**src/rtl/lsu_if.sv**
```systemverilog
// Bundle of every core-side and bus-side signal of the load/store unit.
// master = the LSU itself, slave = the core plus data memory around it.
interface lsu_if;
  // Every valid/ready pair transfers on a rising edge where both are high.
  // A valid that is raised stays up with its payload stable until that
  // edge. bus_rvalid has no ready: it is a single-cycle pulse per accepted beat.
  logic        req_valid;
  logic        req_ready;
  logic        req_store;
  logic [2:0]  req_funct3;
  logic [31:0] req_addr;
  logic [31:0] req_wdata;
  logic        resp_valid;
  logic [31:0] resp_rdata;
  logic        resp_err;
  logic        bus_valid;
  logic        bus_ready;
  logic        bus_we;
  logic [31:0] bus_addr;
  logic [31:0] bus_wdata;
  logic [3:0]  bus_wstrb;
  logic        bus_rvalid;
  logic [31:0] bus_rdata;

  modport master (
    input  req_valid, req_store, req_funct3, req_addr, req_wdata,
    input  bus_ready, bus_rvalid, bus_rdata,
    output req_ready, resp_valid, resp_rdata, resp_err,
    output bus_valid, bus_we, bus_addr, bus_wdata, bus_wstrb
  );

  modport slave (
    output req_valid, req_store, req_funct3, req_addr, req_wdata,
    output bus_ready, bus_rvalid, bus_rdata,
    input  req_ready, resp_valid, resp_rdata, resp_err,
    input  bus_valid, bus_we, bus_addr, bus_wdata, bus_wstrb
  );
endinterface

```
**src/rtl/lsu.sv**
```systemverilog
// Load/store unit: byte-addressed core requests to word-aligned bus beats.
// Define LSU_MISALIGNED_EN to split misaligned accesses into two beats.
module lsu (
  input  logic       clk,
  input  logic       rst_n,
  lsu_if.master      io,
  output logic [2:0] dbg_state
);

  // Encoding is fixed for both builds so dbg_state decodes the same way;
  // ISSUE1/WAIT1 are unreachable unless the split feature is enabled.
  typedef enum logic [2:0] {
    IDLE   = 3'd0,
    ISSUE0 = 3'd1,
    WAIT0  = 3'd2,
    ISSUE1 = 3'd3,
    WAIT1  = 3'd4,
    RESP   = 3'd5
  } state_t;

  state_t      state, state_nx;
  logic        store_q;
  logic [2:0]  f3_q;
  logic [31:0] addr_q;
  logic [31:0] wdata_q;
  logic [31:0] lo_q;
  logic        err_q;
`ifdef LSU_MISALIGNED_EN
  logic [31:0] hi_q;
  logic        mis_q;
  logic [63:0] ld_pair;
`endif

  logic        req_err;
  logic [1:0]  a_q;
  logic [3:0]  mask_q;
  logic [31:0] word_q;
  logic [31:0] ld_sh;
  logic [31:0] ld_ext;

  function automatic logic [2:0] size_of(input logic [1:0] sz);
    case (sz)
      2'b00:   return 3'd1;
      2'b01:   return 3'd2;
      default: return 3'd4;
    endcase
  endfunction

  function automatic logic [3:0] mask_of(input logic [1:0] sz);
    case (sz)
      2'b00:   return 4'b0001;
      2'b01:   return 4'b0011;
      default: return 4'b1111;
    endcase
  endfunction

  function automatic logic is_illegal(input logic st, input logic [2:0] f3);
    if (st) return (f3 > 3'd2);
    return (f3 == 3'd3) || (f3 == 3'd6) || (f3 == 3'd7);
  endfunction

  function automatic logic is_mis(input logic [1:0] a, input logic [1:0] sz);
    return ({1'b0, a} + size_of(sz)) > 3'd4;
  endfunction

  // Errors are decided at acceptance so they never touch the bus.
  always_comb begin
`ifdef LSU_MISALIGNED_EN
    req_err = is_illegal(io.req_store, io.req_funct3);
`else
    req_err = is_illegal(io.req_store, io.req_funct3) ||
              is_mis(io.req_addr[1:0], io.req_funct3[1:0]);
`endif
  end

  always_ff @(posedge clk) begin
    if (!rst_n) begin
      state   <= IDLE;
      store_q <= 1'b0;
      f3_q    <= 3'd0;
      addr_q  <= 32'd0;
      wdata_q <= 32'd0;
      lo_q    <= 32'd0;
      err_q   <= 1'b0;
`ifdef LSU_MISALIGNED_EN
      hi_q    <= 32'd0;
`endif
    end else begin
      state <= state_nx;
      if (state == IDLE && io.req_valid) begin
        store_q <= io.req_store;
        f3_q    <= io.req_funct3;
        addr_q  <= io.req_addr;
        wdata_q <= io.req_wdata;
        err_q   <= req_err;
      end
      if (state == WAIT0 && io.bus_rvalid) lo_q <= io.bus_rdata;
`ifdef LSU_MISALIGNED_EN
      if (state == WAIT1 && io.bus_rvalid) hi_q <= io.bus_rdata;
`endif
    end
  end

  assign a_q    = addr_q[1:0];
  assign mask_q = mask_of(f3_q[1:0]);
  assign word_q = {addr_q[31:2], 2'b00};

  // Load data: pick n bytes starting at lane a, spanning into the high word.
  always_comb begin
`ifdef LSU_MISALIGNED_EN
    mis_q   = is_mis(a_q, f3_q[1:0]);
    ld_pair = {hi_q, lo_q};
    ld_sh   = ld_pair[{a_q, 3'b000} +: 32];
`else
    ld_sh   = lo_q >> {a_q, 3'b000};
`endif
    case (f3_q)
      3'b000:  ld_ext = {{24{ld_sh[7]}}, ld_sh[7:0]};
      3'b001:  ld_ext = {{16{ld_sh[15]}}, ld_sh[15:0]};
      3'b100:  ld_ext = {24'd0, ld_sh[7:0]};
      3'b101:  ld_ext = {16'd0, ld_sh[15:0]};
      default: ld_ext = ld_sh;
    endcase
  end

  always_comb begin
    state_nx      = state;
    io.req_ready  = 1'b0;
    io.resp_valid = 1'b0;
    io.resp_rdata = 32'd0;
    io.resp_err   = 1'b0;
    io.bus_valid  = 1'b0;
    io.bus_we     = 1'b0;
    io.bus_addr   = 32'd0;
    io.bus_wdata  = 32'd0;
    io.bus_wstrb  = 4'd0;
    case (state)
      IDLE: begin
        io.req_ready = 1'b1;
        if (io.req_valid) state_nx = req_err ? RESP : ISSUE0;
      end
      ISSUE0: begin
        io.bus_valid = 1'b1;
        io.bus_we    = store_q;
        io.bus_addr  = word_q;
        if (store_q) begin
          io.bus_wstrb = mask_q << a_q;
          io.bus_wdata = wdata_q << {a_q, 3'b000};
        end
        if (io.bus_ready) state_nx = WAIT0;
      end
      WAIT0: begin
`ifdef LSU_MISALIGNED_EN
        if (io.bus_rvalid) state_nx = mis_q ? ISSUE1 : RESP;
`else
        if (io.bus_rvalid) state_nx = RESP;
`endif
      end
`ifdef LSU_MISALIGNED_EN
      ISSUE1: begin
        // Second beat carries the bytes that spilled past the word boundary.
        io.bus_valid = 1'b1;
        io.bus_we    = store_q;
        io.bus_addr  = {addr_q[31:2] + 30'd1, 2'b00};
        if (store_q) begin
          io.bus_wstrb = mask_q >> (3'd4 - {1'b0, a_q});
          io.bus_wdata = wdata_q >> {3'd4 - {1'b0, a_q}, 3'b000};
        end
        if (io.bus_ready) state_nx = WAIT1;
      end
      WAIT1: begin
        if (io.bus_rvalid) state_nx = RESP;
      end
`endif
      RESP: begin
        io.resp_valid = 1'b1;
        io.resp_err   = err_q;
        io.resp_rdata = (err_q || store_q) ? 32'd0 : ld_ext;
        state_nx      = IDLE;
      end
      default: state_nx = IDLE;
    endcase
  end

  assign dbg_state = state;

endmodule
```
**src/flat_wrapper.sv**
```systemverilog
// flat-port wrapper written by rule: the top's interface ports become plain ports
module lsu_flat 
  (clk, rst_n, dbg_state, io_req_valid, io_req_store, io_req_funct3, io_req_addr, io_req_wdata, io_bus_ready, io_bus_rvalid, io_bus_rdata, io_req_ready, io_resp_valid, io_resp_rdata, io_resp_err, io_bus_valid, io_bus_we, io_bus_addr, io_bus_wdata, io_bus_wstrb);
  lsu_if io_i ();
  input  logic clk;
  input  logic rst_n;
  output logic [2:0] dbg_state;
  input wire logic [$bits(io_i.req_valid)-1:0] io_req_valid;
  input wire logic [$bits(io_i.req_store)-1:0] io_req_store;
  input wire logic [$bits(io_i.req_funct3)-1:0] io_req_funct3;
  input wire logic [$bits(io_i.req_addr)-1:0] io_req_addr;
  input wire logic [$bits(io_i.req_wdata)-1:0] io_req_wdata;
  input wire logic [$bits(io_i.bus_ready)-1:0] io_bus_ready;
  input wire logic [$bits(io_i.bus_rvalid)-1:0] io_bus_rvalid;
  input wire logic [$bits(io_i.bus_rdata)-1:0] io_bus_rdata;
  output wire logic [$bits(io_i.req_ready)-1:0] io_req_ready;
  output wire logic [$bits(io_i.resp_valid)-1:0] io_resp_valid;
  output wire logic [$bits(io_i.resp_rdata)-1:0] io_resp_rdata;
  output wire logic [$bits(io_i.resp_err)-1:0] io_resp_err;
  output wire logic [$bits(io_i.bus_valid)-1:0] io_bus_valid;
  output wire logic [$bits(io_i.bus_we)-1:0] io_bus_we;
  output wire logic [$bits(io_i.bus_addr)-1:0] io_bus_addr;
  output wire logic [$bits(io_i.bus_wdata)-1:0] io_bus_wdata;
  output wire logic [$bits(io_i.bus_wstrb)-1:0] io_bus_wstrb;
  assign io_i.req_valid = io_req_valid;
  assign io_i.req_store = io_req_store;
  assign io_i.req_funct3 = io_req_funct3;
  assign io_i.req_addr = io_req_addr;
  assign io_i.req_wdata = io_req_wdata;
  assign io_i.bus_ready = io_bus_ready;
  assign io_i.bus_rvalid = io_bus_rvalid;
  assign io_i.bus_rdata = io_bus_rdata;
  assign io_req_ready = io_i.req_ready;
  assign io_resp_valid = io_i.resp_valid;
  assign io_resp_rdata = io_i.resp_rdata;
  assign io_resp_err = io_i.resp_err;
  assign io_bus_valid = io_i.bus_valid;
  assign io_bus_we = io_i.bus_we;
  assign io_bus_addr = io_i.bus_addr;
  assign io_bus_wdata = io_i.bus_wdata;
  assign io_bus_wstrb = io_i.bus_wstrb;
  lsu u_core (.clk(clk), .rst_n(rst_n), .io(io_i), .dbg_state(dbg_state));
endmodule
```
**config.mk**
```make
export PLATFORM = sky130hd
export DESIGN_NAME = lsu_flat
export DESIGN_NICKNAME = d
export VERILOG_FILES = /design/src/rtl/lsu_if.sv /design/src/rtl/lsu.sv /design/src/flat_wrapper.sv
export SDC_FILE = /design/constraint.sdc
export NUM_CORES = 1
export LEC_CHECK = 0
export CAP_MARGIN = 10
export CORE_ASPECT_RATIO = 1.75
export CORE_MARGIN = 2
export CORE_UTILIZATION = 45
export DETAILED_ROUTE_END_ITERATION = 12
export MAX_ROUTING_LAYER = met4
export PLACE_DENSITY = 0.82
export SLEW_MARGIN = 20
export SYNTH_ARGS = -nofsm -noshare
export SYNTH_HDL_FRONTEND = slang
export SYNTH_SLANG_ARGS = --single-unit
```
**constraint.sdc**
```tcl
create_clock -name clk -period 2.25 [get_ports clk]
set_input_delay 0.45 -clock clk [delete_from_list [all_inputs] [get_ports clk]]
set_output_delay 0.45 -clock clk [all_outputs]
set_load 0.1 [all_outputs]
```
==> impl_results.md <==
- Pwr Total: approximately 0.0053 W
- Cells after synthesis: about 720
- Remaining DRCs: 0
- IO Port Bufs: 210
- Power per cell area: slightly below 500 nW/um2
- Critical path cell sequence: buf_4 -> mux2i_2 -> o2bb2ai_1 -> nand2_1 -> a21oi_4 -> buf_12
- Core area: ~12,000 um2
- Largest vdd supply drop: roughly 0.67 mV
- Post-Route Setup TNS: -11.71 ns
- Slew @ Worst Pin: between 0.6 and 0.7 ns
- Multi-input logic area: 4240 um2
- Initial drt markers: around 380
- Clock Tree Buf Depth: 2
- Number of synthesized flops with an enable pin: 0
- Clock buffers created by TritonCTS: 9
- Violated checks: setup timing
- Final Util: 89.9%
- Placement Setup Slack: -0.377 ns
- IO Pins: about 210
- Post-route setup slack: -0.332 ns
- First-pass GRT wire length: 35,100 um
- Post-Route WL: ~25,000 um
- Status: finished, violations left
- Clock network latency to the later pin of the worst-skew pair: 0.34 ns
- Max Used Layer: met4
- Startpoint types: register
- Largest net degree at the start of global routing: 78
- Critical Path Fanout Max: 22
- CP max-delay cell: mux2i_2
- Met3 routed WL: 1610 um
- Final hold violations: 0
- Clk_skew: between 0.008 and 0.009 ns
- Initial antenna violation count: 1
- CP required: between 1.5 and 2 ns
- Avg Cell Area, Syn: around 7.7 um2
- Cell Area, Synth: roughly 5600 um2
- Hpwl dp: around 16,000 um
- Max-slew violation total from the final report: 0
- CTS root buf: clkbuf_16
- Number of clock sinks: approximately 100
- Routed length on met1: between 7000 and 8000 um
- Final worst path period share: 115%
- Worst Hold Margin: approximately 0.46 ns
- Num rows: between 50 and 60
- Share of layout cells above drive strength 1: a little under two fifths
- Synth Flop Type: dfxtp_1
- Async SR Flop Fraction: 0%
- Area growth, synth to finish: 94.2%
- Distinct cells, synth: 42
- Hold-fix buffer count after cts: 0
- DR WL/cell: around 23 um
- Setup Crit Path Kind: register to primary output
- Starting Density: between 40 and 50%
- Register area share after synthesis: between 30% and 40%
- Max_cap viols: 0
- Final setup vio count: 85
- Worst EP arrival: around 2.1 ns
- Peak Freq: a little under 400 MHz
- Die width: about 88 um
- Fill cells: between 400 and 500
- #FFs+latches synth: between 100 and 150
- Tot GR Track Use: a little over a third
- Final RePlAce weighted congestion: between 0.9 and 1
- Leakage Power: between 3 and 4 nW
- CP max stage delay: ~0.45 ns
- DR WL met2: about 14,000 um
- CTS clk-pin slew, worst paths: 0.07 ns
- Final nets: approximately 1,100
- Grt ovf: 0
- Pre-antenna DRT Iters: 5
- Synth warnings: 0
- Die height: approximately 150 um
- Via count: between 6,000 and 7,000
- H-tree Lvls: 3
- Antenna Violating Nets Remaining: 0
- Vias in the first global route: between 6,000 and 7,000
- Hold Crit Class: register to register
- Fin crit period: approximately 2.6 ns
- RSZ-0062 raised after global routing: yes
- Vias per inst: roughly 5.7
- CTS tree: done
- Die area: 13,300 um2
- Rel. slew slack: a little over half
- Reg area: roughly 2100 um2
- Critical Path End Type: primary output
[sequential cells by signal, summed over array words and instances (netlist names)]
name,count
u_core.addr_q,32
u_core.lo_q,32
u_core.wdata_q,32
u_core.dbg_state,3
u_core.f3_q,3
u_core.err_q,1
u_core.store_q,1
[synth_stat cells (2+ instances only)]
cell type	count	area share [%]
nor3b_1	3	0.41
buf_1	2	0.14
a21oi_1	10	0.90
inv_1	4	0.27
clkbuf_1	27	1.8
a21boi_0	88	12
buf_2	27	2.4
nand2_1	233	16
a211oi_1	31	4.2
and2_1	41	4.6
o21ai_0	11	0.99
buf_4	4	0.54
dfxtp_1	104	37
a21boi_1	12	1.6
mux2i_1	34	6.1
nor2_1	34	2.3
nor2b_1	18	2.0
a21oi_2	8	1.3
o2bb2ai_1	8	1.3
[layout make-up]
type	instances	area share, %
flip-flops and latches	104	19.5
diodes	2	0.0464
multi-input cells	556	39.3
inverters	4	0.174
clock buffers	13	2.61
well taps	165	1.91
clock inverters	3	0.220
repair buffers	279	36.2
[layer usage]
layer	vias to the layer above	global-route usage, %
met4	0	27.3
met1	3084	32.0
met5	-	-
met2	363	64.6
met3	140	8.12
li1	2857	-
[path summary, 6_finish.rpt]
path | cells past startpoint | endpoint | slack, ns | from
min reg2reg | 2 | u_core.addr_q[8]$_SDFFE_PN0P_ | 0.46 | u_core.addr_q[8]$_SDFFE_PN0P_
max | 6 | io_resp_rdata[14] | -0.33 | u_core.addr_q[1]$_SDFFE_PN0P_
min | 2 | u_core.addr_q[8]$_SDFFE_PN0P_ | 0.46 | u_core.addr_q[8]$_SDFFE_PN0P_
max reg2reg | 6 | u_core.wdata_q[14]$_SDFFE_PN0P_ | 0.41 | u_core.dbg_state[1]$_SDFFE_PN0P_
[report_power, final]
part           leakage [nW]  switching, W  internal (W)
Sequential            0.854      0.000130       0.00195
Clock                 0.143      0.000715      0.000883
Combinational          2.81      0.000924      0.000668
[critical path: cells and delay by family (launching register included)]
kind	cells	cell delay [ns]
buffers and inverters	2	0.51
muxes	1	0.45
DFF	1	0.40
AOI/OAI and AO/OA	2	0.25
and+or+nand+nor	1	0.16
[placed cells by master, fill, tap and decap left out, drive strengths merged, types with 2 or more instances in the layout]
cell             n
nand2          234
buf            175
dfxtp          104
clkdlybuf4s50  103
a21boi         100
and2            41
nor2            36
mux2i           34
a211oi          31
nor2b           18
a21oi           18
clkbuf          14
o21ai           11
o2bb2ai          8
nor3b            4
inv              3
clkinvlp         3
diode            2
conb             2
nor3             2
[metrics by stage]
stage,cell area [um2],instances
after floorplan,6390,723
after global placement,9780,1078
after detailed placement,9780,1078
after CTS,10500,1113
after global routing,10800,1125
final,10800,1126
[what timing repair did]
action                     4_1_cts  5_1_grt
hold endpoints to repair         0        0
resized for setup               58       61
setup buffers                   16       13
setup endpoints to repair       95      101
gates cloned                     4        1
pin swaps                       20       10
[logic make-up (layout without fill, tap and decap cells)]
kind of cell	after synthesis	after routing	share of synthesized area, %
fa+ha+maj	2	2	0.586
simple gates	341	343	26.9
other cells	1	4	0.0675
flops	104	104	37.5
buf+inv	65	299	5.41
mux	35	35	6.40
compound gates	174	174	23.2
Power figures use the tool's default switching activity.
